$ cat config.mk
export PLATFORM = sky130hd
export DESIGN_NAME = hazard_scoreboard_flat
export DESIGN_NICKNAME = d
export VERILOG_FILES = /design/src/rtl/hazard_scoreboard_if.sv /design/src/rtl/hazard_scoreboard.sv /design/src/flat_wrapper.sv
export SDC_FILE = /design/constraint.sdc
export NUM_CORES = 1
export LEC_CHECK = 0
export BUFFER_PORTS_ARGS = -buffer_cell sky130_fd_sc_hd__buf_2
export CAP_MARGIN = 10
export CORE_MARGIN = 2
export CORE_UTILIZATION = 40
export CTS_BUF_LIST = sky130_fd_sc_hd__clkbuf_8
export CTS_CLUSTER_DIAMETER = 30
export DETAILED_ROUTE_END_ITERATION = 16
export GPL_TIMING_DRIVEN = 0
export PLACE_DENSITY = 0.78
export SLEW_MARGIN = 20
export SYNTH_ARGS = -nofsm -noshare
export SYNTH_HDL_FRONTEND = slang
export SYNTH_SLANG_ARGS = --single-unit
$ cat constraint.sdc
create_clock -name clk -period 3.9 [get_ports clk]
set_input_delay 0.585 -clock clk [delete_from_list [all_inputs] [get_ports clk]]
set_output_delay 0.585 -clock clk [all_outputs]
set_load 0.05 [all_outputs]
$ cat src/rtl/hazard_scoreboard_if.sv
// Hazard unit bundle: pipeline register addresses/controls in, forwarding
// selects and stall/flush controls out. The datapath owns the master side.
interface hazard_scoreboard_if #(
    parameter int unsigned REG_AW = 5,
    parameter int unsigned CNT_W  = 16
);
    logic [REG_AW-1:0] rsD, rtD, rsE, rtE;
    logic [REG_AW-1:0] WriteRegE, WriteRegM, WriteRegW;
    logic              RegWriteE, RegWriteM, RegWriteW;
    logic              MemtoRegE, MemtoRegM;
    logic              BranchD, JumpD, start_multD, mfhiloD;
    logic [1:0]        ForwardAE, ForwardBE;
    logic              ForwardAD, ForwardBD;
    logic              StallF, StallD, FlushD, FlushE;
    logic              mult_busy;
    logic [CNT_W-1:0]  stall_count;

    modport master (
        output rsD, rtD, rsE, rtE, WriteRegE, WriteRegM, WriteRegW,
               RegWriteE, RegWriteM, RegWriteW, MemtoRegE, MemtoRegM,
               BranchD, JumpD, start_multD, mfhiloD,
        input  ForwardAE, ForwardBE, ForwardAD, ForwardBD,
               StallF, StallD, FlushD, FlushE, mult_busy, stall_count
    );

    modport slave (
        input  rsD, rtD, rsE, rtE, WriteRegE, WriteRegM, WriteRegW,
               RegWriteE, RegWriteM, RegWriteW, MemtoRegE, MemtoRegM,
               BranchD, JumpD, start_multD, mfhiloD,
        output ForwardAE, ForwardBE, ForwardAD, ForwardBD,
               StallF, StallD, FlushD, FlushE, mult_busy, stall_count
    );
endinterface

$ cat src/rtl/hazard_scoreboard.sv
// Pipeline hazard unit with forwarding, load-use/branch stalls, a HI/LO
// scoreboard for the multi-cycle mult/div unit and a registered jump squash.
// Optional stall-cycle counter is built only when HAZARD_PERF_EN is defined;
// otherwise stall_count is tied to zero.
module hazard_scoreboard #(
    parameter int unsigned REG_AW   = 5,
    parameter int unsigned MULT_LAT = 4,
    parameter int unsigned CNT_W    = 16
) (
    input  logic               clk,
    input  logic               reset,
    hazard_scoreboard_if.slave hz
);
    localparam logic [7:0] LAT8 = 8'(MULT_LAT);

    logic [7:0] mult_cnt;
    logic       jflush;
    logic       lwstall, branchstall, multstall, anystall;
    logic       busy;

    // Register 0 is hardwired zero, so it never creates a dependency.
    function automatic logic hit(input logic [REG_AW-1:0] src,
                                 input logic [REG_AW-1:0] dst,
                                 input logic              we);
        return we && (src != '0) && (src == dst);
    endfunction

    // Forwarding selects: M stage has priority over W stage.
    always_comb begin
        hz.ForwardAE = 2'b00;
        hz.ForwardBE = 2'b00;
        if (hit(hz.rsE, hz.WriteRegM, hz.RegWriteM))      hz.ForwardAE = 2'b10;
        else if (hit(hz.rsE, hz.WriteRegW, hz.RegWriteW)) hz.ForwardAE = 2'b01;
        if (hit(hz.rtE, hz.WriteRegM, hz.RegWriteM))      hz.ForwardBE = 2'b10;
        else if (hit(hz.rtE, hz.WriteRegW, hz.RegWriteW)) hz.ForwardBE = 2'b01;
        hz.ForwardAD = hit(hz.rsD, hz.WriteRegM, hz.RegWriteM);
        hz.ForwardBD = hit(hz.rtD, hz.WriteRegM, hz.RegWriteM);
    end

    // Stall detection: load-use, branch operand not ready, mult/div busy.
    always_comb begin
        busy        = (mult_cnt != 8'd0);
        lwstall     = hz.MemtoRegE &&
                      (hit(hz.rsD, hz.WriteRegE, 1'b1) || hit(hz.rtD, hz.WriteRegE, 1'b1));
        branchstall = hz.BranchD &&
                      ((hz.RegWriteE &&
                        (hit(hz.rsD, hz.WriteRegE, 1'b1) || hit(hz.rtD, hz.WriteRegE, 1'b1))) ||
                       (hz.MemtoRegM &&
                        (hit(hz.rsD, hz.WriteRegM, 1'b1) || hit(hz.rtD, hz.WriteRegM, 1'b1))));
        multstall   = busy && (hz.start_multD || hz.mfhiloD);
        anystall    = lwstall || branchstall || multstall;
        hz.StallF    = anystall;
        hz.StallD    = anystall;
        hz.FlushE    = anystall;
        hz.FlushD    = jflush;
        hz.mult_busy = busy;
    end

    // Mult/div scoreboard: load latency on issue, otherwise count down to zero.
    always_ff @(posedge clk or posedge reset) begin
        if (reset)                             mult_cnt <= '0;
        else if (hz.start_multD && !anystall)  mult_cnt <= LAT8;
        else if (mult_cnt != 8'd0)             mult_cnt <= mult_cnt - 8'd1;
    end

    // Jump squash: kill the wrong-path fetch once the jump leaves Decode.
    always_ff @(posedge clk or posedge reset) begin
        if (reset) jflush <= 1'b0;
        else       jflush <= hz.JumpD && !anystall;
    end

`ifdef HAZARD_PERF_EN
    logic [CNT_W-1:0] stall_cnt;

    // Saturating count of stalled Decode cycles.
    always_ff @(posedge clk or posedge reset) begin
        if (reset)                               stall_cnt <= '0;
        else if (anystall && (stall_cnt != '1))  stall_cnt <= stall_cnt + CNT_W'(1);
    end

    assign hz.stall_count = stall_cnt;
`else
    assign hz.stall_count = '0;
`endif
endmodule

$ cat src/flat_wrapper.sv
// flat-port wrapper written by rule: the top's interface ports become plain ports
module hazard_scoreboard_flat 
#(
    parameter int unsigned REG_AW   = 5,
    parameter int unsigned MULT_LAT = 4,
    parameter int unsigned CNT_W    = 16
)
  (clk, reset, hz_rsD, hz_rtD, hz_rsE, hz_rtE, hz_WriteRegE, hz_WriteRegM, hz_WriteRegW, hz_RegWriteE, hz_RegWriteM, hz_RegWriteW, hz_MemtoRegE, hz_MemtoRegM, hz_BranchD, hz_JumpD, hz_start_multD, hz_mfhiloD, hz_ForwardAE, hz_ForwardBE, hz_ForwardAD, hz_ForwardBD, hz_StallF, hz_StallD, hz_FlushD, hz_FlushE, hz_mult_busy, hz_stall_count);
  hazard_scoreboard_if #(.REG_AW(REG_AW), .CNT_W(CNT_W)) hz_i ();
  input  logic clk;
  input  logic reset;
  input wire logic [$bits(hz_i.rsD)-1:0] hz_rsD;
  input wire logic [$bits(hz_i.rtD)-1:0] hz_rtD;
  input wire logic [$bits(hz_i.rsE)-1:0] hz_rsE;
  input wire logic [$bits(hz_i.rtE)-1:0] hz_rtE;
  input wire logic [$bits(hz_i.WriteRegE)-1:0] hz_WriteRegE;
  input wire logic [$bits(hz_i.WriteRegM)-1:0] hz_WriteRegM;
  input wire logic [$bits(hz_i.WriteRegW)-1:0] hz_WriteRegW;
  input wire logic [$bits(hz_i.RegWriteE)-1:0] hz_RegWriteE;
  input wire logic [$bits(hz_i.RegWriteM)-1:0] hz_RegWriteM;
  input wire logic [$bits(hz_i.RegWriteW)-1:0] hz_RegWriteW;
  input wire logic [$bits(hz_i.MemtoRegE)-1:0] hz_MemtoRegE;
  input wire logic [$bits(hz_i.MemtoRegM)-1:0] hz_MemtoRegM;
  input wire logic [$bits(hz_i.BranchD)-1:0] hz_BranchD;
  input wire logic [$bits(hz_i.JumpD)-1:0] hz_JumpD;
  input wire logic [$bits(hz_i.start_multD)-1:0] hz_start_multD;
  input wire logic [$bits(hz_i.mfhiloD)-1:0] hz_mfhiloD;
  output wire logic [$bits(hz_i.ForwardAE)-1:0] hz_ForwardAE;
  output wire logic [$bits(hz_i.ForwardBE)-1:0] hz_ForwardBE;
  output wire logic [$bits(hz_i.ForwardAD)-1:0] hz_ForwardAD;
  output wire logic [$bits(hz_i.ForwardBD)-1:0] hz_ForwardBD;
  output wire logic [$bits(hz_i.StallF)-1:0] hz_StallF;
  output wire logic [$bits(hz_i.StallD)-1:0] hz_StallD;
  output wire logic [$bits(hz_i.FlushD)-1:0] hz_FlushD;
  output wire logic [$bits(hz_i.FlushE)-1:0] hz_FlushE;
  output wire logic [$bits(hz_i.mult_busy)-1:0] hz_mult_busy;
  output wire logic [$bits(hz_i.stall_count)-1:0] hz_stall_count;
  assign hz_i.rsD = hz_rsD;
  assign hz_i.rtD = hz_rtD;
  assign hz_i.rsE = hz_rsE;
  assign hz_i.rtE = hz_rtE;
  assign hz_i.WriteRegE = hz_WriteRegE;
  assign hz_i.WriteRegM = hz_WriteRegM;
  assign hz_i.WriteRegW = hz_WriteRegW;
  assign hz_i.RegWriteE = hz_RegWriteE;
  assign hz_i.RegWriteM = hz_RegWriteM;
  assign hz_i.RegWriteW = hz_RegWriteW;
  assign hz_i.MemtoRegE = hz_MemtoRegE;
  assign hz_i.MemtoRegM = hz_MemtoRegM;
  assign hz_i.BranchD = hz_BranchD;
  assign hz_i.JumpD = hz_JumpD;
  assign hz_i.start_multD = hz_start_multD;
  assign hz_i.mfhiloD = hz_mfhiloD;
  assign hz_ForwardAE = hz_i.ForwardAE;
  assign hz_ForwardBE = hz_i.ForwardBE;
  assign hz_ForwardAD = hz_i.ForwardAD;
  assign hz_ForwardBD = hz_i.ForwardBD;
  assign hz_StallF = hz_i.StallF;
  assign hz_StallD = hz_i.StallD;
  assign hz_FlushD = hz_i.FlushD;
  assign hz_FlushE = hz_i.FlushE;
  assign hz_mult_busy = hz_i.mult_busy;
  assign hz_stall_count = hz_i.stall_count;
  hazard_scoreboard #(.REG_AW(REG_AW), .MULT_LAT(MULT_LAT), .CNT_W(CNT_W)) u_core (.clk(clk), .reset(reset), .hz(hz_i));
endmodule
==> results.md <==
* Status: finished, final reports clean
* Flops & latches, synth at 9
* Hold WC Path Type: in2async
* Skew-Pair Late Insertion Delay at 0.23 ns
* Top cells by count, synth: 29 x xnor2_1, 18 x buf_4, 15 x xor2_1, 9 x dfrtp_1, 9 x nor4_1
* CTS tree: built
* Setup CP Type: in2out
* Area delta synth->final at 36.52%
* Worst VDD drop at 0.3762 mV
* Pwr dens at 374.1 nW/um^2
* Pre-antenna DRT Iters at 4
* R2r setup slk at 2.10 ns
* Final setup viols at 0
* Clk sinks at 9
* Die footprint at 3323 um^2
* Synth Cell Area at 1151 um^2
* Worst hold slack at 0.2993 ns
* Count of final max-slew check failures at 0
* Number of inserted diodes at 0
* Syn_area_per_cell at 8.527 um^2
* Gr ovfl total at 0
* Worst EP arrival at 2.25 ns
* PortBufs at 56
* Share of cells above drive strength 1 at 0.4095
* Final Hold Violating Endpoints at 0
* Residual DRC at 0
* Startpoint Class: primary input
* Worst Setup End Kind: output port
* Final cell count without fillers at 241
* Routed len/inst at 10.28 um
* Global Route Usage Sum at 0.1594
* Ys flop type: dfrtp_1
* Die W at 57.65 um
* Top cells by area, synth: xnor2_1 22%, dfrtp_1 20%, buf_4 12%, xor2_1 11%, nor4_1 4.9%
* Routed Antenna Nets at 0
* CP max FO at 5
* Max Cap Viol at 0
* Placed instance area at 1526 um^2
* Max Buffers Root-to-Sink at 2
* Via density at 4.660
* Compound-cell area share of the yosys netlist at 0.07283
* # placed instances at 237
* Clock transition at the registers of the reported paths at 0.04 ns
* Root buf cell: clkbuf_8
* Overall power at 0.5878 mW
* Largest net degree at the start of global routing at 10
* CTS Hold Buffers Added at 0
* Post-synth top area cell: xnor2_1
* Tcrit/Tclk final at 0.7271
* Sequential fraction of the synthesis area at 0.1957
* Mux cell area share after synthesis at 0.009783
* Die height at 57.65 um
* Starting Density at 0.4211
* Vias in the first global route at 1052
* Simple-gate area share of the yosys netlist at 0.2391
* Required time of the critical path at 3.31 ns
* Nets@finish at 258
* Iter 0 DRT Violations at 22
* Final non-filler cell area at 1572 um^2
* Synth Area in Adders at 0.01087
* Num ports at 73
* Post-DP HPWL at 2.214 mm
* First-pass GRT wire length at 4.236 mm
* Cell row count at 19
* Number of synthesized flops with an enable pin at 0
* Setup Buffers After CTS at 0
* Post-synth ARST share at 1.000
* Initial antenna violation count at 0
* Synth unique cells at 33
* Number of H-tree levels at 1
* Core ar. at 2734 um^2
* DR vias at 1123
* Mapped Cells at 135
* RSZ-0062 raised after global routing: no
* Yosys top cell area share at 0.2207
* CTS Buf Count at 3
* Fmax at 352.7 MHz
* Ys Warns at 0
* P_leak at 0.7678 nW
* Final setup skew at 0.003423 ns
* TNS Setup at 0 ns
* CTS resizes at 0
* Top-count cell post-synth: xnor2_1
* Routed Wire Length at 2.477 mm
* Post-synthesis xor/xnor area fraction at 0.3348
* Largest family of logic cells by synthesized area: XOR/XNOR gates
* GPL Wtd Cong at 0.7930
* Final Critical Period at 2.835 ns
[layer usage]
layer / up-vias / GRT usage / share of wire
li1: 583 / - / -
met1: 490 / 0.1811 / 0.40
met2: 47 / 0.2906 / 0.51
met3: 3 / 0.04018 / 0.088
met4: 0 / 0.04983 / 0.0085
met5: - / 0 / 0
[critical path, stage by stage]
cell and delay (ns):
buf_2 0.12, or4_1 0.51, nor2_1 0.14, nor4_1 0.09
o211ai_2 0.25, o211ai_1 0.18, buf_4 0.17, buf_2 0.20
[final cells by class]
| type | instances | area (um^2) |
|---|---|---|
| Tap cell | 31 | 38.79 |
| Sequential cell | 9 | 225.2 |
| Fill cell | 267 | 1162 |
| Clock inverter | 1 | 3.754 |
| Clock buffer | 3 | 41.29 |
| Inverter | 5 | 18.77 |
| Timing Repair Buffer | 56 | 280.3 |
| Multi-Input combinational cell | 118 | 828.3 |
| Buffer | 18 | 135.1 |
[state kept, by name, summed over array words and instances, names as in the netlist]
| signal | count |
|---|---|
| u_core.hz.FlushD | 1 |
| u_core.mult_cnt | 8 |
[power breakdown]
| group | internal (mW) | switching, mW | total (mW) |
|---|---|---|---|
| Combinational | 0.136 | 0.170 | 0.306 |
| Clock | 0.0684 | 0.0356 | 0.104 |
| Sequential | 0.138 | 0.0403 | 0.178 |
[cell usage in the layout, fill, tap and decap left out, types with 3 or more instances in the layout]
cell | synthesis | layout
buf_2 | 0 | 56
clkbuf_8 | 0 | 3
nor4_1 | 9 | 9
xor2_1 | 15 | 15
buf_4 | 18 | 18
dfrtp_1 | 9 | 9
conb_1 | 1 | 16
xnor2_1 | 29 | 29
or4_1 | 4 | 4
inv_1 | 5 | 6
nand3_1 | 5 | 5
nor2_1 | 8 | 8
nand4_1 | 4 | 4
[per-stage QoR]
stage / util / setup slack [ns]
4_1_cts: 0.5748 / 1.051
3_3_place_gp: 0.5584 / 1.083
6_report: 0.5748 / 1.065
3_5_place_dp: 0.5584 / 1.065
2_1_floorplan: - / 0.2563
5_1_grt: 0.5748 / 0.9199
[path summary, 6_finish.rpt]
kind                                         start            endpoint  cells past startpoint
min in group clk                u_core.mult_cnt[5]  u_core.mult_cnt[5]                      1
worst max-delay path                     hz_rtD[0]           hz_StallD                      8
worst min register to register  u_core.mult_cnt[5]  u_core.mult_cnt[5]                      1
max in group asynchronous                    reset  u_core.mult_cnt[3]                      2
worst min-delay path                         reset  u_core.mult_cnt[2]                      2
worst max register to register  u_core.mult_cnt[5]  u_core.mult_cnt[5]                      5
[logic make-up (layout without fill, tap and decap cells)]
group                      Yosys count  after routing
and+or+nand+nor                     45             45
AOI/OAI and AO/OA                   11             11
xor gates and xnor gates            44             44
muxes                                1              1
buffers and inverters               23             83
adders and majority gates            1              1
other                                1             16
DFF                                  9              9
Note: power is estimated with default switching activity, not from simulation.
